File: config.mk
export PLATFORM = sky130hd
export DESIGN_NAME = bcd_seg_scan
export DESIGN_NICKNAME = d
export VERILOG_FILES = /design/src/rtl/bcd_seg_scan.sv
export SDC_FILE = /design/constraint.sdc
export NUM_CORES = 1
export LEC_CHECK = 0
export CAP_MARGIN = 20
export CORE_MARGIN = 3
export CORE_UTILIZATION = 38
export CTS_BUF_LIST = sky130_fd_sc_hd__clkbuf_4
export DETAILED_ROUTE_END_ITERATION = 10
export REMOVE_ABC_BUFFERS = 1
export SLEW_MARGIN = 20
export SYNTH_ARGS = -nofsm -noshare
export SYNTH_HDL_FRONTEND = slang
export SYNTH_SLANG_ARGS = --single-unit
File: constraint.sdc
create_clock -name clk -period 2.1 [get_ports clk]
set_input_delay 0.525 -clock clk [delete_from_list [all_inputs] [get_ports clk]]
set_output_delay 0.525 -clock clk [all_outputs]
set_load 0.01 [all_outputs]
File: src/rtl/bcd_seg_scan.sv
// rtl/bcd_seg_scan.sv - three-digit multiplexed 7-segment driver for packed BCD
// Double-buffers the BCD value and swaps it in only at frame boundaries.
module bcd_seg_scan #(
    parameter int REFRESH_DIV    = 100000,
    parameter bit SEG_ACTIVE_LOW = 1'b1,
    parameter bit AN_ACTIVE_LOW  = 1'b1
) (
    input  logic        clk,
    input  logic        rst,
    input  logic [11:0] bcd_in,
    input  logic        load,
    input  logic        blank_lz,
    output logic [6:0]  seg,
    output logic [2:0]  an,
    output logic        frame_tick,
    output logic        err
);

    localparam int CW = (REFRESH_DIV > 2) ? $clog2(REFRESH_DIV) : 1;
    localparam logic [CW-1:0] DIV_LAST = CW'(REFRESH_DIV - 1);
    localparam logic [6:0] SEG_OFF = SEG_ACTIVE_LOW ? 7'h7F : 7'h00;
    localparam logic [2:0] AN_OFF  = AN_ACTIVE_LOW ? 3'b111 : 3'b000;

    logic [CW-1:0] div_cnt_q, div_cnt_d;
    logic [1:0]    dig_idx_q, dig_idx_d;
    logic [11:0]   shadow_q, shadow_d;
    logic          pending_q, pending_d;
    logic [11:0]   disp_q, disp_d;
    logic [6:0]    seg_q, seg_d;
    logic [2:0]    an_q, an_d;
    logic          frame_tick_q, frame_tick_d;
    logic          err_q, err_d;

    logic          terminal;
    logic          boundary;
    logic [3:0]    nib;
    logic          blank;
    logic [6:0]    seg_act;
    logic [2:0]    an_act;

    function automatic logic [6:0] decode(input logic [3:0] n);
        case (n)
            4'd0:    decode = 7'h3F;
            4'd1:    decode = 7'h06;
            4'd2:    decode = 7'h5B;
            4'd3:    decode = 7'h4F;
            4'd4:    decode = 7'h66;
            4'd5:    decode = 7'h6D;
            4'd6:    decode = 7'h7D;
            4'd7:    decode = 7'h07;
            4'd8:    decode = 7'h7F;
            4'd9:    decode = 7'h6F;
            default: decode = 7'h40;
        endcase
    endfunction

    always_comb begin
        terminal  = (div_cnt_q == DIV_LAST);
        boundary  = terminal && (dig_idx_q == 2'd2);

        div_cnt_d = terminal ? '0 : div_cnt_q + CW'(1);
        dig_idx_d = dig_idx_q;
        if (terminal) begin
            dig_idx_d = (dig_idx_q == 2'd2) ? 2'd0 : dig_idx_q + 2'd1;
        end

        shadow_d  = load ? bcd_in : shadow_q;
        pending_d = load ? 1'b1 : pending_q;
        disp_d    = disp_q;
        if (boundary) begin
            // A load coinciding with the boundary bypasses the shadow.
            pending_d = 1'b0;
            if (load) begin
                disp_d = bcd_in;
            end else if (pending_q) begin
                disp_d = shadow_q;
            end
        end

        case (dig_idx_q)
            2'd1:    nib = disp_q[7:4];
            2'd2:    nib = disp_q[11:8];
            default: nib = disp_q[3:0];
        endcase

        // Invalid nibbles are never zero, so they never trigger blanking.
        blank = blank_lz &&
                (((dig_idx_q == 2'd2) && (disp_q[11:8] == 4'd0)) ||
                 ((dig_idx_q == 2'd1) && (disp_q[11:4] == 8'd0)));

        seg_act = decode(nib);
        an_act  = 3'b001 << dig_idx_q;

        seg_d = blank ? SEG_OFF : (SEG_ACTIVE_LOW ? ~seg_act : seg_act);
        an_d  = blank ? AN_OFF  : (AN_ACTIVE_LOW  ? ~an_act  : an_act);

        err_d = (disp_q[11:8] > 4'd9) || (disp_q[7:4] > 4'd9) || (disp_q[3:0] > 4'd9);
        frame_tick_d = boundary;
    end

    always_ff @(posedge clk or posedge rst) begin
        if (rst) begin
            div_cnt_q    <= '0;
            dig_idx_q    <= 2'd0;
            shadow_q     <= 12'h000;
            pending_q    <= 1'b0;
            disp_q       <= 12'h000;
            seg_q        <= SEG_OFF;
            an_q         <= AN_OFF;
            frame_tick_q <= 1'b0;
            err_q        <= 1'b0;
        end else begin
            div_cnt_q    <= div_cnt_d;
            dig_idx_q    <= dig_idx_d;
            shadow_q     <= shadow_d;
            pending_q    <= pending_d;
            disp_q       <= disp_d;
            seg_q        <= seg_d;
            an_q         <= an_d;
            frame_tick_q <= frame_tick_d;
            err_q        <= err_d;
        end
    end

    assign seg        = seg_q;
    assign an         = an_q;
    assign frame_tick = frame_tick_q;
    assign err        = err_q;

endmodule

==> flow_summary_export.csv, run 1 <==
group,metric,value,unit
outcome,status,"finished, final reports clean",
power_and_ir_drop,swShare,22.4,%
timing,tightest_slew,0.524,ns
timing,timing.hold.ws,0.465,ns
detailed_routing,drt_iter0_drc,48,
synth,synth_ff_type,"dfrtp_1",
worst_hold_path,hp-start,"div_cnt_q[0]",
cts,cts_root_buf,"clkbuf_4",
detailed_routing,first_pass_iters,4,
die,rows,29,
detailed_routing,routed_wl,4600,um
finish,final_common_cell,"dfrtp_1",
die,ios,28,
cts,cts_tree,"yes",
synth,synth_edf_count,0,
timing,maxSlewViolCount,0,
synth,yosysUniqueCellTypes,35,
die,die_w,88.5,um
synth,yosysTopAreaCellShare,44.6,%
power_and_ir_drop,pwr-share-seq,67.1,%
finish,most-common-layout-cells,"46 x dfrtp_1, 27 x clkdlybuf4s50_1, 22 x buf_4",
finish,drive_gt1_share,28.4,%
cts,h-tree-depth,2,
timing,setup_tns,0,ns
place,place_congestion,0.772,
die,die_area,7820,um2
timing,skew,0.0137,ns
setup_path,max_stage_delay,0.56,ns
timing,hold_viol_final,0,
detailed_routing,routed_via_density,4.96,
power_and_ir_drop,intPower,1.28,mW
die,die_h,88.5,um
cts,clock_path_buffers,2,
finish,syn_to_final_growth,24.2,%
setup_path,reg2reg_depth,5,
setup_path,regToRegStartpoint,"div_cnt_q[11]",
timing,finalSetupViolCount,0,
synth,netlist_area,2580,um2
synth,ys_ff_latch,56,
power_and_ir_drop,p_leak,1.41,nW
setup_path,worstPathArrival,2.35,ns
setup_path,worstSetupEndpointType,"flop",
worst_hold_path,worstHoldPathCells,1,
timing,fin_crit,2.09,ns
power_and_ir_drop,clockPowerShare,27.2,%
timing,fmaxAchievable,479,MHz
synth,ys_seq_area_share,54.7,%
timing,grt_setup_unrepaired,"true",
setup_path,rr_endpoint,"disp_q[3]",
place,portBuffers,27,
detailed_routing,wire_per_inst,13.5,um
die,initial_core_util,40.0,%
synth,synth_top_area_cell,"dfrtp_1",
synth,avgSynthCellArea,12.4,um2
setup_path,path_class,"flop to flop",
worst_hold_path,hp-class,"flop to flop",
timing,min_period_over_period,99.5,%
grt,globalRouteTotalUtil,13.1,%
worst_hold_path,holdPathEnd,"div_cnt_q[0]",
die,fp.coreArea,6460,um2
setup_path,cp_max_fo,5,
job,cap_violations,0,
finish,fin_nets,290,
setup_path,reg2reg_slack,0.01,ns
power_and_ir_drop,switchingPower,369,uW
synth,netlist_instances,209,
grt,grt_pass1_wl,7980,um
finish,diodes,0,
cts,clk_pin_slew,0.16,ns
power_and_ir_drop,pwr_density_cell,515,nW/um2
cts,cts_buffers,5,
grt,grt_overflow,0,
cts,clk_latency,0.37,ns
synth,ys_warn_count,0,
grt,grt_max_degree,57,
synth,async_reset_ff_share,100,%
cts,cts_num_sinks,56,
power_and_ir_drop,ir_worst_vdd,0.000314,V
grt,grt_pass1_vias,1698,
setup_path,critPathLaunchType,"flop",
detailed_routing,drc,0,
detailed_routing,ant_nets,0,
timing,slew_headroom,64.8,%
setup_path,cp.required,2.36,ns
place,dp_hpwl,3380,um
power_and_ir_drop,power_frac_comb,5.7,%
grt,antenna_found_initial,0,
detailed_routing,via_count,1691,
synth,ys_top_cells_by_area,"dfrtp_1 45%, dfstp_2 10%, mux2_2 6.1%",
setup_path,slowest_stage,"or4b_4",
setup_path,crit_path_cell_trace,"or4b_4 -> nor4_4 -> and3b_2 -> buf_6 -> mux2_4",
-- Yosys cell counts, types with 2 or more instances --
master,count
or3_1,3
ha_1,11
and3_1,4
xnor2_1,7
inv_1,9
nand2_1,9
and2_1,2
a211oi_1,2
mux2_4,10
dfrtp_1,46
dfstp_2,10
nand4_1,6
nor2_1,15
o211ai_1,5
a22oi_1,4
xor2_1,6
mux2_2,14
clkbuf_1,3
mux2i_1,4
o21ai_0,10
nor4_1,2
a21oi_1,7
nand3_1,8
-- per-layer routing --
layer / global-route usage, % / routed length (um)
met5: 0 / 0
met4: 3.71 / 48
met3: 3.17 / 151
met2: 20.8 / 2150
met1: 18.0 / 2250
-- through the flow --
step                util, %  setup WS [ns]  power [mW]  cells  cell area [um2]
floorplan                 -         -0.311        1.17    204             2550
global placement       48.0         0.0284        1.22    329             3100
detailed placement     48.0         0.0172        1.22    329             3100
CTS                    49.1        0.00361        1.68    339             3170
global route           49.7        -0.0551        1.74    341             3210
finish                 49.7         0.0105        1.65    341             3210
-- registers in the layout, summed over array words and instances (netlist names) --
name and cells:
an 3, dig_idx_q 2, disp_q 12, div_cnt_q 17
err 1, frame_tick 1, pending_q 1, seg 7
shadow_q 12
-- cell families (layout without fill, tap and decap cells) --
kind of cell	count (synthesis)	in the layout	share of synthesized area [%]
AOI/OAI and AO/OA	29	29	6.78
xor gates and xnor gates	13	13	4.41
adders and majority gates	11	11	5.33
buffers and inverters	14	69	2.66
DFF	56	56	54.7
muxes	28	28	13.5
and+or+nand+nor	58	58	12.6
-- power by group through the flow --
stage / Combinational (mW) / Clock, mW / Sequential (mW)
after floorplan: 0.0458 / 0 / 1.13
after global placement: 0.0972 / 0 / 1.13
after detailed placement: 0.0974 / 0 / 1.13
after CTS: 0.0979 / 0.476 / 1.11
after global routing: 0.106 / 0.520 / 1.11
final: 0.0945 / 0.449 / 1.11
-- cell type report --
class | count | area [um2]
fill | 596 | 3250
sequential | 56 | 1410
multi-input combinational | 139 | 1120
timing repair buffer | 52 | 487
tap | 77 | 96.3
clock buffer | 5 | 37.5
inverter | 9 | 33.8
clock inverter | 3 | 18.8
-- repair_timing --
item | 4_1_cts | 5_1_grt
resized for setup | 1 | 7
gates cloned | 0 | 0
pin swaps | 2 | 3
hold buffers | 0 | 0
setup endpoints to repair | 6 | 18
setup buffers | 2 | 2
-- worst max-delay path, delay by kind of cell (launching register included) --
kind	cells	cell delay, ns
flip-flops	1	0.41
buffers and inverters	1	0.14
AND/OR/NAND/NOR	3	1.14
multiplexers	1	0.29
-- how the worst max path moves through the flow --
| stage | from | endpoint | cells past startpoint |
|---|---|---|---|
| floorplan | div_cnt_q[5] | disp_q[10] | 4 |
| global placement | div_cnt_q[5] | disp_q[3] | 5 |
| detailed placement | div_cnt_q[5] | disp_q[0] | 5 |
| CTS | div_cnt_q[12] | disp_q[3] | 5 |
| global route | div_cnt_q[11] | disp_q[2] | 5 |
| finish | div_cnt_q[11] | disp_q[3] | 5 |
(Power assumes the default switching activity.)
==> inputs of run 2 (changes only) <==
PLACE_DENSITY = 0.58   (was not set)
REMOVE_ABC_BUFFERS = not set   (was 1)
==> run 2 against run 1 <==
Compared with the run above:
- global-route usage about the same
- combinational power grew 4.7%
- cell count down 1.2%
- sequential cell count did not move
- register-to-register slack better by 0.05 ns
- clock power up 7.1%
- sequential share of layout area is 0.086 points higher
- count of clock-buffer cells in the layout unchanged
- design area is 0.20% lower
- critical path depth did not move
- sequential power is essentially flat
- critical path type unchanged
- largest power group unchanged
==> flow_summary_export.csv, run 2 (synthesis results as in run 1) <==
group,metric,value,unit
cts,post_cts_buffers,0,
grt,top_usage_layer,"met2",
timing,finalSetupViolCount,0,
detailed_routing,routed_wl,4570,um
detailed_routing,drc,0,
power_and_ir_drop,pwr_density_cell,527,nW/um2
place,dp_hpwl,3460,um
grt,use_met2,20.0,%
cts,cts_buffers,5,
grt,globalRouteTotalUtil,13.2,%
timing,maxSlewViolCount,0,
setup_path,worstSetupEndpointType,"flop",
timing,timing.hold.ws,0.434,ns
grt,grt_overflow,0,
timing,fmaxAchievable,490,MHz
place,pre_cts_ws,0.0408,ns
die,fp.coreArea,6460,um2
cts,cts_num_sinks,56,
grt,grt_pass1_wl,7820,um
place,place_congestion,0.791,
timing,setup_ws,0.0612,ns
cts,cts_tree,"yes",
die,ios,28,
die,initial_core_util,40.0,%
cts,cts_root_buf,"clkbuf_4",
detailed_routing,routed_via_density,4.96,
worst_hold_path,hp-class,"input port to async pin",
die,die_area,7820,um2
finish,final_util,49.6,%
grt,gr-usage-met1,18.4,%
finish,most-common-layout-cells,"46 x dfrtp_1, 27 x clkdlybuf4s50_1, 17 x buf_4",
place,portBuffers,27,
synth,synth_fp_nets,236,
finish,drive_gt1_share,28.1,%
detailed_routing,first_pass_iters,4,
timing,min_period_over_period,97.1,%
timing,hold_viol_final,0,
grt,antenna_found_initial,0,
setup_path,cp.required,2.38,ns
timing,grt_setup_unrepaired,"true",
grt,grt_max_degree,21,
setup_path,worstPathArrival,2.32,ns
grt,grt_pass1_vias,1613,
detailed_routing,ant_nets,0,
job,cap_violations,0,
grt,grt_util_met3,3.07,%
detailed_routing,via_count,1671,
timing,setup_tns,0,ns
detailed_routing,drt_iter0_drc,44,
cts,h-tree-depth,2,
power_and_ir_drop,p_leak,1.40,nW
cts,clk_latency,0.38,ns
cts,clock_path_buffers,2,
finish,top_regs,"div_cnt_q x17, disp_q x12, shadow_q x12",
finish,nFillCells,592,
setup_path,cp_max_fo,5,
finish,largest_reg_flops,17,
timing,skew,0.0140,ns
finish,max_flop_register,"div_cnt_q",
timing,fin_crit,2.04,ns
finish,fin_nets,286,
finish,syn_to_final_growth,23.9,%
cts,clk_pin_slew,0.17,ns
timing,slew_headroom,71.0,%
power_and_ir_drop,total_power,1.69,mW
die,die_w,88.5,um
finish,final_common_cell,"dfrtp_1",
die,rows,29,
timing,tightest_slew,0.432,ns
setup_path,path_class,"flop to flop",
finish,regArea,1410,um2
die,die_h,88.5,um
power_and_ir_drop,ir_worst_vdd,0.000287,V
setup_path,critPathLaunchType,"flop",
finish,multi_input_area,1120,um2
outcome,status,"finished, final reports clean",
detailed_routing,wire_per_inst,13.6,um
finish,diodes,0,
## run 2: worst paths after layout
check / start / endpoint / slack, ns / depth (start not counted)
max in group asynchronous: rst / shadow_q[8] / 1.21 / 3
worst max register to register: div_cnt_q[6] / disp_q[3] / 0.06 / 5
worst max-delay path: div_cnt_q[6] / disp_q[3] / 0.06 / 5
worst min-delay path: rst / err / 0.43 / 2
min in group clk: div_cnt_q[0] / div_cnt_q[0] / 0.47 / 1
worst min register to register: div_cnt_q[0] / div_cnt_q[0] / 0.47 / 1
## run 2: what timing repair did
item                                    4_1_cts  5_1_grt
hold buffers                                  0        0
endpoints found under the hold margin         0        0
endpoints found under the setup margin        0       16
gates resized for setup                       0        7
## run 2: per-stage QoR
step                cells  area, um2
CTS                   337       3180
global route          337       3200
global placement      329       3120
detailed placement    329       3120
finish                337       3200
floorplan             209       2580
## run 2: area by class of cell
cell class	instances	share of cell area [%]
well taps	77	3.01
flip-flops and latches	56	44.2
repair buffers	48	14.9
clock buffers	5	1.17
inverters	9	1.06
multi-input cells	139	34.9
clock inverters	3	0.742
## run 2: power by group
part           internal (mW)  switching, mW
clock                  0.133          0.348
sequential              1.10        0.00513
combinational         0.0548         0.0441
## run 2: critical path, stage by stage, from the launching register on
cell	delay, ns
dfrtp_1	0.41
or4b_4	0.54
nor4_4	0.24
and3b_2	0.32
buf_12	0.14
mux2_4	0.29
## run 2: metal layers
layer | part of all wire (%) | up-vias
met2 | 45 | 28
met3 | 2.8 | 6
met4 | 1.6 | 0
li1 | - | 837
met5 | 0 | -
met1 | 51 | 800
==> inputs of run 3 (changes only) <==
RECOVER_POWER = 100   (was not set)
==> run 3 against run 2 <==
Compared with the run above:
- the flow now finishes with violations (setup timing)
- design area down 1.4%
- non-clock buffer count unchanged
- global-route usage unchanged
- power down 0.90%
- sequential cell count unchanged
- cell count unchanged
- count of clock-buffer cells in the layout unchanged
- critical path type is now input port to flop
- critical endpoint is now disp_q[4]
- largest cell class unchanged
- largest power group unchanged
==> flow_summary_export.csv, run 3 (synthesis results as in run 1) <==
group,metric,value,unit
power_and_ir_drop,ir_worst_vdd,0.000287,V
power_and_ir_drop,pwr_density_cell,530,nW/um2
setup_path,critPathBufInv,2,
detailed_routing,routed_via_density,4.99,
place,portBuffers,27,
setup_path,crit_path_cell_trace,"dlygate4sd3_1 -> clkbuf_1 -> mux2_1 -> mux2_4",
setup_path,path_class,"input port to flop",
finish,final_util,48.9,%
timing,setup_ws,-0.00574,ns
timing,fin_crit,2.11,ns
finish,top_regs,"div_cnt_q x17, disp_q x12, shadow_q x12",
die,ios,28,
cts,post_cts_buffers,0,
detailed_routing,routed_wl,4570,um
detailed_routing,ant_nets,0,
finish,final_common_cell,"dfrtp_1",
finish,syn_to_final_growth,22.2,%
timing,min_period_over_period,100,%
timing,finalSetupViolCount,1,
power_and_ir_drop,p_leak,1.39,nW
worst_hold_path,worstHoldPathCells,1,
cts,clock_path_buffers,2,
timing,hold_viol_final,0,
finish,max_flop_register,"div_cnt_q",
finish,drive_gt1_share,22.7,%
finish,instances_no_fill,337,
setup_path,critPathLaunchType,"input port",
cts,cts_num_sinks,56,
setup_path,reg2reg_depth,5,
detailed_routing,drc,0,
detailed_routing,first_pass_iters,4,
setup_path,worstSetupEndpointType,"flop",
detailed_routing,via_count,1682,
grt,globalRouteTotalUtil,13.2,%
setup_path,path_delay_family,"buffers and inverters",
timing,maxSlewViolCount,0,
place,pre_cts_ws,0.0408,ns
detailed_routing,wire_per_inst,13.5,um
setup_path,regToRegStartpoint,"div_cnt_q[6]",
timing,grt_setup_unrepaired,"true",
detailed_routing,drt_iter0_drc,52,
worst_hold_path,holdPathEnd,"div_cnt_q[0]",
cts,clk_latency,0.38,ns
grt,grt_overflow,0,
worst_hold_path,hp-class,"flop to flop",
grt,grt_pass1_wl,7820,um
place,place_congestion,0.791,
cts,cts_root_buf,"clkbuf_4",
setup_path,max_stage_delay,0.58,ns
outcome,status,"finished, violations left",
cts,cts_buffers,5,
die,initial_core_util,40.0,%
place,dp_cells,329,
setup_path,cp.required,2.38,ns
grt,grt_max_degree,21,
die,rows,29,
cts,h-tree-depth,2,
worst_hold_path,hp-start,"div_cnt_q[0]",
setup_path,rr_endpoint,"disp_q[3]",
setup_path,slowest_stage,"clkbuf_1",
finish,most-common-layout-cells,"46 x dfrtp_1, 23 x clkdlybuf4s50_1, 15 x nor2_1",
die,die_h,88.5,um
timing,tightest_slew,0.748,ns
die,fp.coreArea,6460,um2
outcome,violations,"setup timing",
finish,fin_nets,286,
die,die_area,7820,um2
setup_path,cp_max_fo,12,
cts,cts_hold_buffers,0,
timing,skew,0.0143,ns
cts,cts_tree,"yes",
timing,setup_tns,-0.00574,ns
cts,clk_pin_slew,0.16,ns
timing,slew_headroom,50.2,%
job,cap_violations,0,
die,die_w,88.5,um
synth,synth_fp_nets,236,
setup_path,reg2reg_slack,0.06,ns
grt,grt_pass1_vias,1613,
finish,largest_reg_flops,17,
finish,diodes,0,
setup_path,critical_path_depth,4,
place,dp_hpwl,3460,um
setup_path,worstPathArrival,2.38,ns
grt,antenna_found_initial,0,
timing,fmaxAchievable,475,MHz
## run 3: how the worst max path moves through the flow
stage                     slack [ns]         to         start
after global placement          0.07  disp_q[7]          load
after CTS                       0.04     seg[4]  dig_idx_q[0]
final                         -0.006  disp_q[4]          load
after detailed placement        0.04  disp_q[4]          load
after floorplan                 0.01  disp_q[0]  div_cnt_q[5]
after global routing           -0.03  disp_q[4]  div_cnt_q[6]
## run 3: metal layers
| metal | global-route usage [%] | vias to the layer above | wire [um] |
|---|---|---|---|
| met5 | 0 | - | 0 |
| met4 | 4.81 | 0 | 68 |
| met3 | 3.07 | 6 | 148 |
| met2 | 20.0 | 36 | 2070 |
| met1 | 18.4 | 804 | 2280 |
| li1 | - | 836 | - |
## run 3: layout make-up
class / count / area, um2
timing repair buffer: 48 / 437
inverter: 9 / 33.8
tap: 77 / 96.3
fill: 598 / 3300
sequential: 56 / 1410
multi-input combinational: 139 / 1120
clock inverter: 3 / 23.8
clock buffer: 5 / 37.5
## run 3: through the flow
step                hold slack (ns)  area, um2  power (mW)
CTS                           0.427       3180        1.72
global route                  0.515       3160        1.76
floorplan                     0.424       2580        1.17
detailed placement            0.452       3120        1.23
global placement              0.446       3120        1.23
finish                        0.470       3160        1.67
## run 3: where the power goes
part	switching, mW	internal, mW
clock	0.347	0.133
combinational	0.0428	0.0430
sequential	0.00470	1.10
total	0.394	1.28
## run 3: what timing repair did
action | CTS | global route
gates resized for setup | 0 | 7
endpoints found under the hold margin | 0 | 0
endpoints found under the setup margin | 0 | 16
